File: config.mk
export PLATFORM = sky130hd
export DESIGN_NAME = multdiv_sequencer
export DESIGN_NICKNAME = d
export VERILOG_FILES = /design/src/rtl/multdiv_pkg.sv /design/src/rtl/multdiv_step_counter.sv /design/src/rtl/multdiv_sequencer.sv
export SDC_FILE = /design/constraint.sdc
export NUM_CORES = 1
export LEC_CHECK = 0
export ABC_CLOCK_PERIOD_IN_PS = 3600
export CAP_MARGIN = 20
export CORE_MARGIN = 8
export CORE_UTILIZATION = 41
export DETAILED_ROUTE_END_ITERATION = 12
export PLACE_DENSITY_LB_ADDON = 0.05
export SETUP_SLACK_MARGIN = 0.15
export SYNTH_ARGS = -nofsm -noshare
export SYNTH_HDL_FRONTEND = slang
export SYNTH_SLANG_ARGS = --single-unit
File: constraint.sdc
create_clock -name clk -period 3.6 [get_ports clk]
set_input_delay 0.54 -clock clk [delete_from_list [all_inputs] [get_ports clk]]
set_output_delay 0.54 -clock clk [all_outputs]
set_load 0.02 [all_outputs]
File: src/rtl/multdiv_pkg.sv
// Shared state type and step-counter sizing for the multiply/divide sequencer.
package multdiv_pkg;

    typedef enum logic [1:0] {
        IDLE = 2'd0,
        LOAD = 2'd1,
        RUN  = 2'd2,
        DONE = 2'd3
    } state_t;

    localparam int MULT_STEPS_DEF = 16;
    localparam int DIV_STEPS_DEF  = 32;

    // The counter holds steps-1, so clog2 of the larger step count is enough.
    function automatic int cnt_width(input int a, input int b);
        int m;
        m = (a > b) ? a : b;
        return (m > 1) ? $clog2(m) : 1;
    endfunction

    localparam int CNT_W = cnt_width(MULT_STEPS_DEF, DIV_STEPS_DEF);

endpackage

File: src/rtl/multdiv_step_counter.sv
// Loadable down-counter with zero flag; tracks remaining datapath steps.
module multdiv_step_counter
    import multdiv_pkg::*;
#(
    parameter int CNT_W_P = CNT_W
) (
    input  logic               clk,
    input  logic               rst,
    input  logic               load,
    input  logic [CNT_W_P-1:0] load_val,
    input  logic               dec,
    output logic               zero
);

    logic [CNT_W_P-1:0] count;

    always_ff @(posedge clk or posedge rst) begin
        if (rst) begin
            count <= '0;
        end else if (load) begin
            count <= load_val;
        end else if (dec && (count != '0)) begin
            count <= count - CNT_W_P'(1);
        end
    end

    assign zero = (count == '0);

endmodule

File: src/rtl/multdiv_sequencer.sv
// Control FSM for the shared iterative multiply/divide datapath.
// Build option MULTDIV_RESTART_EN: a request in LOAD or RUN aborts and restarts.
module multdiv_sequencer
    import multdiv_pkg::*;
#(
    parameter int WIDTH      = 32,
    parameter int MULT_STEPS = MULT_STEPS_DEF,
    parameter int DIV_STEPS  = DIV_STEPS_DEF
) (
    input  logic             clk,
    input  logic             rst,
    input  logic             ctrl_mult,
    input  logic             ctrl_div,
    input  logic [WIDTH-1:0] operand_a,
    input  logic [WIDTH-1:0] operand_b,
    output logic [WIDTH-1:0] dp_a,
    output logic [WIDTH-1:0] dp_b,
    output logic             dp_is_div,
    output logic             dp_load,
    output logic             dp_enable,
    input  logic [WIDTH-1:0] dp_result,
    input  logic             dp_ovf,
    output logic [WIDTH-1:0] result,
    output logic             result_rdy,
    output logic             exception,
    output logic             busy
);

    localparam int CW = cnt_width(MULT_STEPS, DIV_STEPS);
    localparam logic [CW-1:0] MULT_LAST = CW'(MULT_STEPS - 1);
    localparam logic [CW-1:0] DIV_LAST  = CW'(DIV_STEPS - 1);

    state_t           state, state_nxt;
    logic             req, accept, zero_div, div_zero, cnt_zero;
    logic [WIDTH-1:0] result_q, done_result;
    logic             exc_q, done_exc;

    assign req      = ctrl_mult | ctrl_div;
    assign zero_div = dp_is_div && (dp_b == '0);

`ifdef MULTDIV_RESTART_EN
    assign accept = req && (state == IDLE || state == LOAD || state == RUN);
`else
    assign accept = req && (state == IDLE);
`endif

    multdiv_step_counter #(.CNT_W_P(CW)) u_step_counter (
        .clk      (clk),
        .rst      (rst),
        .load     (state == LOAD),
        .load_val (dp_is_div ? DIV_LAST : MULT_LAST),
        .dec      (state == RUN),
        .zero     (cnt_zero)
    );

    always_ff @(posedge clk or posedge rst) begin
        if (rst) begin
            state <= IDLE;
        end else begin
            state <= state_nxt;
        end
    end

    always_comb begin
        state_nxt  = state;
        dp_load    = 1'b0;
        dp_enable  = 1'b0;
        result_rdy = 1'b0;
        busy       = (state != IDLE);
        case (state)
            IDLE: if (accept) state_nxt = LOAD;
            LOAD: begin
                dp_load   = 1'b1;
                dp_enable = 1'b1;
                state_nxt = zero_div ? DONE : RUN;
            end
            RUN: begin
                dp_enable = 1'b1;
                if (cnt_zero) state_nxt = DONE;
            end
            DONE: begin
                result_rdy = 1'b1;
                state_nxt  = IDLE;
            end
            default: state_nxt = IDLE;
        endcase
        // An accepted request always (re)enters LOAD, aborting any operation in flight.
        if (accept) state_nxt = LOAD;
    end

    assign done_result = div_zero ? '0 : dp_result;
    assign done_exc    = div_zero | dp_ovf;

    always_ff @(posedge clk or posedge rst) begin
        if (rst) begin
            dp_a      <= '0;
            dp_b      <= '0;
            dp_is_div <= 1'b0;
            div_zero  <= 1'b0;
            result_q  <= '0;
            exc_q     <= 1'b0;
        end else begin
            if (accept) begin
                dp_a      <= operand_a;
                dp_b      <= operand_b;
                dp_is_div <= ctrl_div & ~ctrl_mult;
            end
            if (state == LOAD) div_zero <= zero_div;
            if (state == DONE) begin
                result_q <= done_result;
                exc_q    <= done_exc;
            end
        end
    end

    // dp_result only settles after the final step edge, i.e. during DONE, so the
    // completing value is shown directly in DONE and held from the register after.
    assign result    = (state == DONE) ? done_result : result_q;
    assign exception = (state == DONE) ? done_exc    : exc_q;

endmodule

# Yosys cells after proc, flatten, opt, wreduce, memory -nomap -nowiden

Index checks and enable logic that the tools add are counted.

Register bits: 106
Word-level logic and storage cells: 42

Add/sub/neg operators: 1
Equality and inequality tests: 5
Muxes and demuxes: 13
Bitwise operators: 4
Reductions and logical operators: 11

Operator list:

| cell                                                                  | count |
|---|---|
| 32-bit 2-to-1 mux                                                     | 2 |
| 32-bit logical NOT                                                    | 1 |
| 5-bit 2-to-1 mux                                                      | 3 |
| 2-bit case mux with 3 select lines                                    | 1 |
| 5-bit logical NOT                                                     | 1 |
| 1-bit 2-to-1 mux                                                      | 5 |
| 5-bit nonzero test                                                    | 1 |
| 5-bit by 1-bit subtractor with 5-bit output, second input constant    | 1 |
| 2-bit equality test, second input constant                            | 2 |
| 2-bit 2-to-1 mux                                                      | 2 |
| 2-bit nonzero test                                                    | 2 |
| 1-bit logical AND                                                     | 3 |
| 3-bit inequality test, second input constant                          | 1 |
| 2-bit by 1-bit equality test with 1-bit output, second input constant | 1 |
| 2-bit logical NOT                                                     | 1 |
| 2-bit inequality test, second input constant                          | 1 |
| 1-bit OR                                                              | 2 |
| 2-bit AND reduction                                                   | 1 |
| 2-bit OR reduction                                                    | 1 |
| 1-bit AND                                                             | 1 |
| 1-bit inverter                                                        | 1 |

# Logic depth before layout (Yosys ltp)

Depth in word-level cells: 5
Mapped depth: 7

# Modules after synthesis

Synthesis repeated with hierarchy kept, for this count alone.

Cells, all modules: 346
Area, all modules: 4314.1 µm²

By module, submodules not included:

| module               | times used | cells each | area an instance (µm²) | seq. area each (µm²) |
|---|---|---|---|---|
| multdiv_sequencer    | 1          | 313        | 4011.3                 | 2527.4 |
| multdiv_step_counter | 1          | 33         | 302.8                  | 125.1 |

# Least setup slack after synthesis

OpenSTA, ideal clock, no wires.

Path type: register to output
Start point: register state[1]
End point: output port result[10]
Data arrival time: 1.708 ns
Data required time: 3.060 ns
Slack: 1.352 ns
Stages on the path, launching flop included: 8
Path buffers: 3
Cell sequence: dfrtp_1 ha_1 clkbuf_1 nor2b_1 clkbuf_1 buf_2 nand2_1 o21ai_0

Cells in the longest elaborated chain, start to end: 2

RTL lines:

| item                   | RTL line                 | text |
|---|---|---|
| start, declared        | multdiv_sequencer.sv:33  | `state_t state, state_nxt;` |
| start signal, assigned | multdiv_sequencer.sv:60  | `state <= state_nxt;` |
| 2-bit equality test    | multdiv_sequencer.sv:118 | `assign result = (state == DONE) ? done_result : result_q;` |
| 32-bit 2-to-1 mux      | multdiv_sequencer.sv:118 |  |
| end, declared          | multdiv_sequencer.sv:23  | `output logic [WIDTH-1:0] result,` |

No other way between the ends.

# Worst setup path in the final report

Start point: register state[1]
End point: output port result[5]

Same word-level chain as after synthesis.

==> out/results.env <==
RUN_STATUS='completed'
TOTAL_POWER_mW=6.60
LARGEST_NET_DEGREE_AT_THE_START_OF_GLOBAL_ROUTING=61
SETUP.WORST_PATH.CLASS='flop to output pin'
POWER_PER_CELL_AREA_nW_PER_UM2=991
FRACTION_OF_LAYOUT_INSTANCES_USING_A_DRIVE_STRENGTH_ABOVE_1=0.165
MAX_CAP_VIOL_COUNT=0
WIRE_PER_INST_MICRONS=17.8
INITIAL_CORE_UTIL=0.416
FINALCRITICALPERIOD_PS=3060
DRT_ITER0_MARKERS=159
NUMCTSBUFFERS=9
DP.FINAL_HPWL_MICRONS=9230
POST-ROUTE-PERIOD-UTIL=0.851
CRIT_PATH_CELL_TRACE='ha_1 > nor2b_2 > buf_12 > nand2_1 > o21ai_0 > clkdlybuf4s50_1'
FINAL.SETUP_SKEW_PS=7.71
HIGHEST_CLOCK_RATE_MHz=327
CTSLONGESTPATHBUFFERS=2
SETUP.WORST_PATH.END_CLASS='output pin'
FINAL_COMMON_CELL='clkdlybuf4s50_1'
CRITICAL_PATH_REQUIRED_PS=3060
SYNTHESIS.AREA_SQ_UM=4220
ROWS=37
IOS=203
FINAL_NET_COUNT=647
WORST_PATH_LARGEST_CELL_DELAY_PS=680
STATIC-LEAKAGE-POWER_nW=2.85
CP_DATA_ARRIVAL_TIME_PS=2520
FINALSETUPTNS_PS=0
TRITONCTS='done'
CTS.HTREE.LEVELS=3
TIMING_MAX_TRANSITION_VIOLATIONS_FINAL=0
UNREPAIRED_SETUP_ENDPOINTS_AFTER_GLOBAL_ROUTING='false'
SYNTH_SEQUENTIAL_AREA_RATIO=0.629
DPL_CELLS=666
SETUP_VIOLATIONS=0
ANTENNADIODECOUNT=0
POST_CTS_RESIZED=0
GP_ROUTABILITY_CONGESTION=0.758
GRT_FIRST_PASS_WIRELENGTH_MICRONS=19800
SYN_TO_FINAL_GROWTH_PCT=57.8
POST_SYNTH_NUM_CELL_TYPES=30
CLKLATENCYLATEPIN_PS=380
SYNTH_WARNINGS=0
SYNTHESIS.INSTANCES=339
NUMBER_OF_ANTENNA_VIOLATIONS_AT_THE_FIRST_CHECK_IN_GLOBAL_ROUTING=0
CTSHOLDBUFFERS=0
HOLD_PATH_CLASS='flop to flop'
FINAL.HOLD.WORST_SLACK_PS=510
DETAIL_ROUTE.WIRELENGTH_MICRONS=12100
FINAL_CELL_COUNT_NO_FILL=682
CRIT_SLOWEST_CELL='clkdlybuf4s50_1'
CTS_ROOT_BUFFER='clkbuf_8'
SYN_AVG_CELL_AREA_SQ_UM=12.4
CLKSINKCOUNT=106
CTS.REPORTEDPATHS.CLKPINSLEW_PS=90
REPORT.FINAL.HOLD_VIOL_COUNT=0
DIE-HEIGHT_MICRONS=117
ROUTED-VIA-COUNT=3246
LAYOUT_COMMON_CELLS='202 x clkdlybuf4s50_1, 106 x dfrtp_1, 65 x mux2_2'
CRITICAL_PATH.MAX_FANOUT=22
TIGHTEST_PIN_TRANSITION_PS=600
DRCVIOLATIONCOUNT=0
WORST_SETUP_PATH_START_KIND='flop'
GRT_PASS1_VIAS=3575
GRT.OVERFLOW.TOTAL=0
SYN-NUM-NETS=445
MAXSLEWHEADROOM=0.600
PLACE.PORT_BUFFERS=202
GRT.TOTAL_USAGE=0.181
DRT_PASS1_ITERATIONS=4
ANT_NETS=0
POST_DRT_VIA_CELL_RATIO=4.76
CORE_AREA_SQ_UM=10100
YS_FF_LATCH=106
CTS_SETUP_BUFFERS=0
DIEAREA_SQ_UM=13800
WORST_VOLTAGE_DROP_ACROSS_THE_VDD_GRID_uV=521
DIE_EXTENT_IN_X_MICRONS=117
==> layer usage <==
layer | GRT usage | part of all wire | wire length, microns | vias up
li1 | - | - | - | 1527
met1 | 0.203 | 0.40 | 4860 | 1577
met2 | 0.289 | 0.48 | 5770 | 130
met3 | 0.101 | 0.11 | 1320 | 12
met4 | 0.0495 | 0.013 | 157 | 0
met5 | 0 | 0 | 0 | -
==> final timing paths <==
path                           from           end  slack (ps)  depth (start not counted)
max                        state[1]     result[5]         540                          6
min                        dp_a[21]      dp_a[21]         510                          1
max reg2reg                state[0]      dp_a[12]        1700                          5
min reg2reg                dp_a[21]      dp_a[21]         510                          1
max in group asynchronous       rst  result_q[24]        2260                          3
min in group asynchronous       rst  result_q[26]         590                          2
==> cell usage after synthesis (all sizes together) <==
master | count | area share
nand3b | 1 | 0.0018
nor2b | 1 | 0.0015
a21oi | 4 | 0.0056
o21ai | 36 | 0.043
mux2i | 1 | 0.0024
nor3 | 3 | 0.0036
xnor2 | 1 | 0.0021
clkbuf | 5 | 0.0045
a31oi | 2 | 0.0030
nand2 | 36 | 0.033
a211o | 1 | 0.0021
xor2 | 1 | 0.0021
buf | 10 | 0.012
ha | 5 | 0.015
nand2b | 2 | 0.0030
nand3 | 3 | 0.0036
or3 | 1 | 0.0015
a2bb2oi | 1 | 0.0021
or4b | 1 | 0.0033
nor2 | 4 | 0.0036
mux2 | 65 | 0.17
nor4b | 1 | 0.0021
nand4 | 1 | 0.0015
nor4 | 7 | 0.010
inv | 39 | 0.035
dfrtp | 106 | 0.63
or2 | 1 | 0.0015
==> cell families (layout without fill, tap and decap cells) <==
family,count (synthesis),in the layout,share of synthesized area
simple gates,62,62,0.0697
fa+ha+maj,5,5,0.0148
xor+xnor,2,2,0.00415
buf+inv,54,261,0.0510
compound gates,44,44,0.0555
flops,106,106,0.629
mux,66,66,0.176
==> flip-flops by register name (all words and copies together) (netlist names) <==
register / flops
dp_a: 32
dp_b: 32
result_q: 32
u_step_counter.count: 5
state: 2
div_zero: 1
dp_is_div: 1
exc_q: 1
==> cell type report <==
class,instances,area [sq um]
Clock inverter,4,73.8
Timing Repair Buffer,206,2090
Tap cell,136,170
Multi-Input combinational cell,179,1360
Inverter,39,149
Clock buffer,12,155
Sequential cell,106,2650
Fill cell,817,3480
==> power breakdown <==
| group | total (mW) | internal [mW] | switching [mW] |
|---|---|---|---|
| combinational | 3.65 | 1.80 | 1.85 |
| clock | 0.830 | 0.430 | 0.400 |
| sequential | 2.11 | 1.79 | 0.324 |
| total | 6.60 | 4.02 | 2.57 |
==> per-stage QoR <==
step | utilization | cell area (sq um) | worst slack [ps]
finish | 0.656 | 6650 | 538
global placement | 0.634 | 6420 | 974
detailed placement | 0.634 | 6420 | 916
floorplan | - | 4220 | 271
CTS | 0.656 | 6650 | 483
global route | 0.656 | 6650 | 341
==> worst max-delay path, delay by kind of cell, from the launching register on <==
kind / cells / cell delay [ps]
and+or+nand+nor: 2 / 510
AOI/OAI and AO/OA: 1 / 120
DFF: 1 / 420
adders and majority gates: 1 / 180
buffers and inverters: 2 / 900
(Power assumes the default switching activity.)
==> RTL edit 1, RTL diff (config.mk and constraints unchanged) <==
Make the reset (`rst`) synchronous in 3 clocked blocks.
--- a/src/rtl/multdiv_step_counter.sv
+++ b/src/rtl/multdiv_step_counter.sv
@@ -14,7 +14,7 @@
 
     logic [CNT_W_P-1:0] count;
 
-    always_ff @(posedge clk or posedge rst) begin
+    always_ff @(posedge clk) begin
         if (rst) begin
             count <= '0;
         end else if (load) begin
--- a/src/rtl/multdiv_sequencer.sv
+++ b/src/rtl/multdiv_sequencer.sv
@@ -53,7 +53,7 @@
         .zero     (cnt_zero)
     );
 
-    always_ff @(posedge clk or posedge rst) begin
+    always_ff @(posedge clk) begin
         if (rst) begin
             state <= IDLE;
         end else begin
@@ -91,7 +91,7 @@
     assign done_result = div_zero ? '0 : dp_result;
     assign done_exc    = div_zero | dp_ovf;
 
-    always_ff @(posedge clk or posedge rst) begin
+    always_ff @(posedge clk) begin
         if (rst) begin
             dp_a      <= '0;
             dp_b      <= '0;
Formal check against the unedited RTL: differs if rst is asserted again (counterexample within 4 cycles, from zero or initial values and one cycle with rst high); with rst held inactive, the same outputs for 10 cycles.
==> RTL edit 1 against the original RTL <==
Sequential power shrank 26%; sequential cell count is the same; fmax grew 6.5%; die area shrank 3.3%; critical endpoint is now result[31]; setup slack gained 0.19 ns; count of clock-buffer cells in the layout grew 1; final cell count grew 24%; synthesized area shrank 3.9%; register-to-register slack lost 0.18 ns; total power shrank 37%; largest cell class unchanged; wire length grew 3.0%; cell area shrank 4.3%.
==> RTL edit 1: results (changes against the original RTL) <==
[status]
status=completed

[grt]
use_met3_pct=8.390  ; -1.7 points
first_global_vias=3975  ; +11%
grtUsageTotal_pct=18.60  ; +0.55 points
use_met2_pct=31.16  ; +2.3 points
grt_max_degree=75  ; +23%
gr-usage-met1_pct=21.14  ; +0.87 points

[sta]
fin_skew_ns=0.004864  ; -0.002847 ns
tightest_slew_ns=0.7720  ; +0.1721 ns

[synthesis]
synth.distinct_cells=31  ; +3.3%
ys.flop_type=dfxtp_1
synthAdderAreaFrac_pct=1.851  ; +0.37 points
syn_nets=626  ; +41%
yosysSeqAreaShare_pct=52.33  ; -11 points
async_reset_ff_share_pct=0  ; -100 points
synthXorXnorAreaFrac_pct=0.4320  ; +0.017 points
synth_mux_area_share_pct=0.2468  ; -17 points
netlist_top_cells_area=dfxtp_1 (52%), nand2_1 (15%), a21oi_1 (8.9%), and2_1 (4.8%), o21ai_0 (4.1%)
synthTopCellsByCount=nand2_1 (162), dfxtp_1 (106), a21oi_1 (72)

[drt]
drtIter0Drc=199  ; +25%
finalWirelength_mm=12.48  ; +3.0%
dr_wl_met3_mm=1.375  ; +4.3%
viasPerCell=4.710  ; -1.0%
met1_length_mm=4.972  ; +2.2%
dr_wl_met2_mm=5.993  ; +3.9%

[cells_and_area]
drive_above_1_share_pct=3.787  ; -13 points
nNetsFinal=815  ; +26%
fillers=848  ; +3.8%

[place]
dpl-instance-area_um2=6205  ; -3.4%
detailed_place_hpwl_mm=9.243  ; +0.10%
globalplace.congestion=0.7512  ; -0.91%

[pwr]
power.leakage_nw=2.378  ; -17%
p_switching_mw=1.605  ; -38%
combPwrFrac_pct=46.7  ; -8.6 points
power_clock_uw=650  ; -22%
p_sw_share_pct=38.76  ; -0.22 points

[cts]
clk-insertion-delay-late_ns=0.35  ; -0.03 ns
cts_root_buffer=clkbuf_8

[critical_path]
path_max_fanout=32  ; +45%

==> RTL edit 1: path summary, 6_finish.rpt <==
path / startpoint / to / slack [ns] / cells past startpoint
worst min-delay path: dp_a[29] / dp_a[29] / 0.46 / 2
worst max-delay path: state[1] / result[31] / 0.73 / 6
worst min register to register: dp_a[29] / dp_a[29] / 0.46 / 2
worst max register to register: state[1] / dp_a[26] / 1.52 / 7
==> RTL edit 1: area by class of cell <==
| type | instances | area share, % |
|---|---|---|
| clock buffer | 13 | 2.338 |
| clock inverter | 3 | 0.2358 |
| inverter | 40 | 2.358 |
| multi-input combinational | 343 | 26.56 |
| sequential | 106 | 33.32 |
| tap | 133 | 2.613 |
| timing repair buffer | 208 | 32.57 |
==> RTL edit 1: through the flow <==
step,std cells,worst slack [ns],utilization (%)
3_5_place_dp,830,1.095,64.07
2_1_floorplan,519,1.354,-
3_3_place_gp,830,1.163,64.07
4_1_cts,846,0.6705,65.76
6_report,846,0.7253,65.76
5_1_grt,846,0.5286,65.76
==> RTL edit 2, RTL diff (same flow settings) <==
Made on the original files. Add a define of `MULTDIV_RESTART_EN`.
--- a/src/rtl/multdiv_sequencer.sv
+++ b/src/rtl/multdiv_sequencer.sv
@@ -1,5 +1,7 @@
 // Control FSM for the shared iterative multiply/divide datapath.
 // Build option MULTDIV_RESTART_EN: a request in LOAD or RUN aborts and restarts.
+`define MULTDIV_RESTART_EN
+
 module multdiv_sequencer
     import multdiv_pkg::*;
 #(
Behaviour: not the same (Yosys sat finds a counterexample within 4 cycles, from zero or initial values and one cycle with rst high).
==> RTL edit 2 against the original RTL <==
Clock skew decreased by 0.0019 ns; fmax decreased by 0.28%; synthesized area decreased by 2.4%; hold slack got worse by 0.0019 ns; wire length decreased by 2.4%; setup slack got worse by 0.0085 ns; cell area decreased by 2.6%; sequential cell count unchanged; total power decreased by 18%; core utilization increased by 0.68 points; largest cell class unchanged; largest power group unchanged.
==> RTL edit 2: results (changes against the original RTL) <==
[cells_and_area]
fillers=743  ; -9.1%
nNetsFinal=586  ; -9.4%
antenna_cells=0  ; unchanged
drive_above_1_share_pct=18.43  ; +1.9 points

[critical_path]
critical-path-top-delay-family=buffers and inverters
r2r-end=dp_a[13]
arrival_ns=2.53  ; about the same
max_stage_delay_ns=0.62  ; -0.06 ns
worstRegToRegCells=6  ; +1
rrSetupSlack_ns=1.46  ; -0.24 ns
path_max_fanout=31  ; +41%

[grt]
grtUsageTotal_pct=17.67  ; -0.39 points
grt_pass1_wl_mm=17.77  ; -10%
first_global_vias=3232  ; -9.6%
gr-usage-met1_pct=19.64  ; -0.63 points
grt_max_degree=67  ; +9.8%
use_met3_pct=9.979  ; -0.093 points
use_met2_pct=28.02  ; -0.89 points

[drt]
met1_length_mm=4.714  ; -3.1%
dr_wl_met2_mm=5.598  ; -2.9%
viasPerCell=4.893  ; +2.8%
dr_wl_met3_mm=1.331  ; +0.99%
finalWirelength_mm=11.82  ; -2.4%
drtIter0Drc=102  ; -36%

[status]
status=completed

[hold_path]
hold_depth=1  ; unchanged
hold_path_end=dp_a[20]
hp-start=dp_a[20]

[sta]
timing.hold.ws_ns=0.5081  ; -0.001884 ns
fin_skew_ns=0.005793  ; -0.001918 ns
tightest_slew_ns=0.7517  ; +0.1517 ns

[cts]
cts_buffers=9  ; unchanged
cts_resized=0  ; unchanged

[synthesis]
netlist_top_cells_area=dfrtp_1 (64%), mux2_2 (18%), a22o_1 (6.6%), ha_1 (1.5%), buf_4 (0.91%)
yosys_warnings=0  ; unchanged
synthTopCellsByCount=dfrtp_1 (106), mux2_2 (64), a22o_1 (31)
synth.distinct_cells=34  ; +13%
yosysSeqAreaShare_pct=64.44  ; +1.5 points
syn_nets=380  ; -15%

[pwr]
vdd_drop_max_uv=472.8  ; -9.2%
power.leakage_nw=2.675  ; -6.2%

[place]
detailed_place_hpwl_mm=8.886  ; -3.8%
globalplace.congestion=0.7721  ; +1.8%

==> RTL edit 2: area by class of cell <==
class                           instances  share of cell area, %
Tap cell                              133                  2.568
Clock inverter                          3                 0.6564
Inverter                                8                 0.5019
Timing Repair Buffer                  208                  32.08
Multi-Input combinational cell        147                  21.24
Clock buffer                           11                  2.027
Sequential cell                       106                  40.93
==> RTL edit 2: kinds of logic (layout without fill, tap and decap cells) <==
kind of cell | Yosys count | in the layout | share of synthesized area (%)
XOR/XNOR | 2 | 2 | 0.4256
adder cells (fa/ha/maj) | 5 | 5 | 1.520
buffers and inverters | 21 | 230 | 2.462
flip-flops | 106 | 106 | 64.44
AND/OR/NAND/NOR | 30 | 30 | 4.013
multiplexers | 67 | 67 | 18.24
AO/OA/AOI/OAI | 43 | 43 | 8.906
==> RTL edit 2: worst max-delay path by stage <==
| stage | from | slack (ns) | to | cells after the start |
|---|---|---|---|---|
| 3_5_place_dp | state[0] | 0.93 | result[11] | 6 |
| 4_1_cts | state[0] | 0.49 | result[27] | 6 |
| 2_1_floorplan | rst | 0.27 | div_zero | 1 |
| 5_1_grt | state[0] | 0.34 | result[14] | 6 |
| 3_3_place_gp | state[0] | 1.0 | result[1] | 6 |
| 6_report | state[0] | 0.53 | result[27] | 6 |
==> RTL edit 2: per-stage QoR <==
step	area, µm²	setup slack [ns]	cells
2_1_floorplan	4116	0.2711	274
3_3_place_gp	6307	0.9968	602
3_5_place_dp	6307	0.9346	602
4_1_cts	6481	0.4886	616
5_1_grt	6481	0.3369	616
6_report	6481	0.5296	616
==> RTL edit 2: power by group <==
group	switching, mW	total (mW)	leakage, nW	internal [mW]
Sequential	0.224	1.85	1.25	1.63
Combinational	1.40	2.85	1.34	1.45
Clock	0.386	0.700	0.0853	0.314
Total	2.01	5.40	2.67	3.39
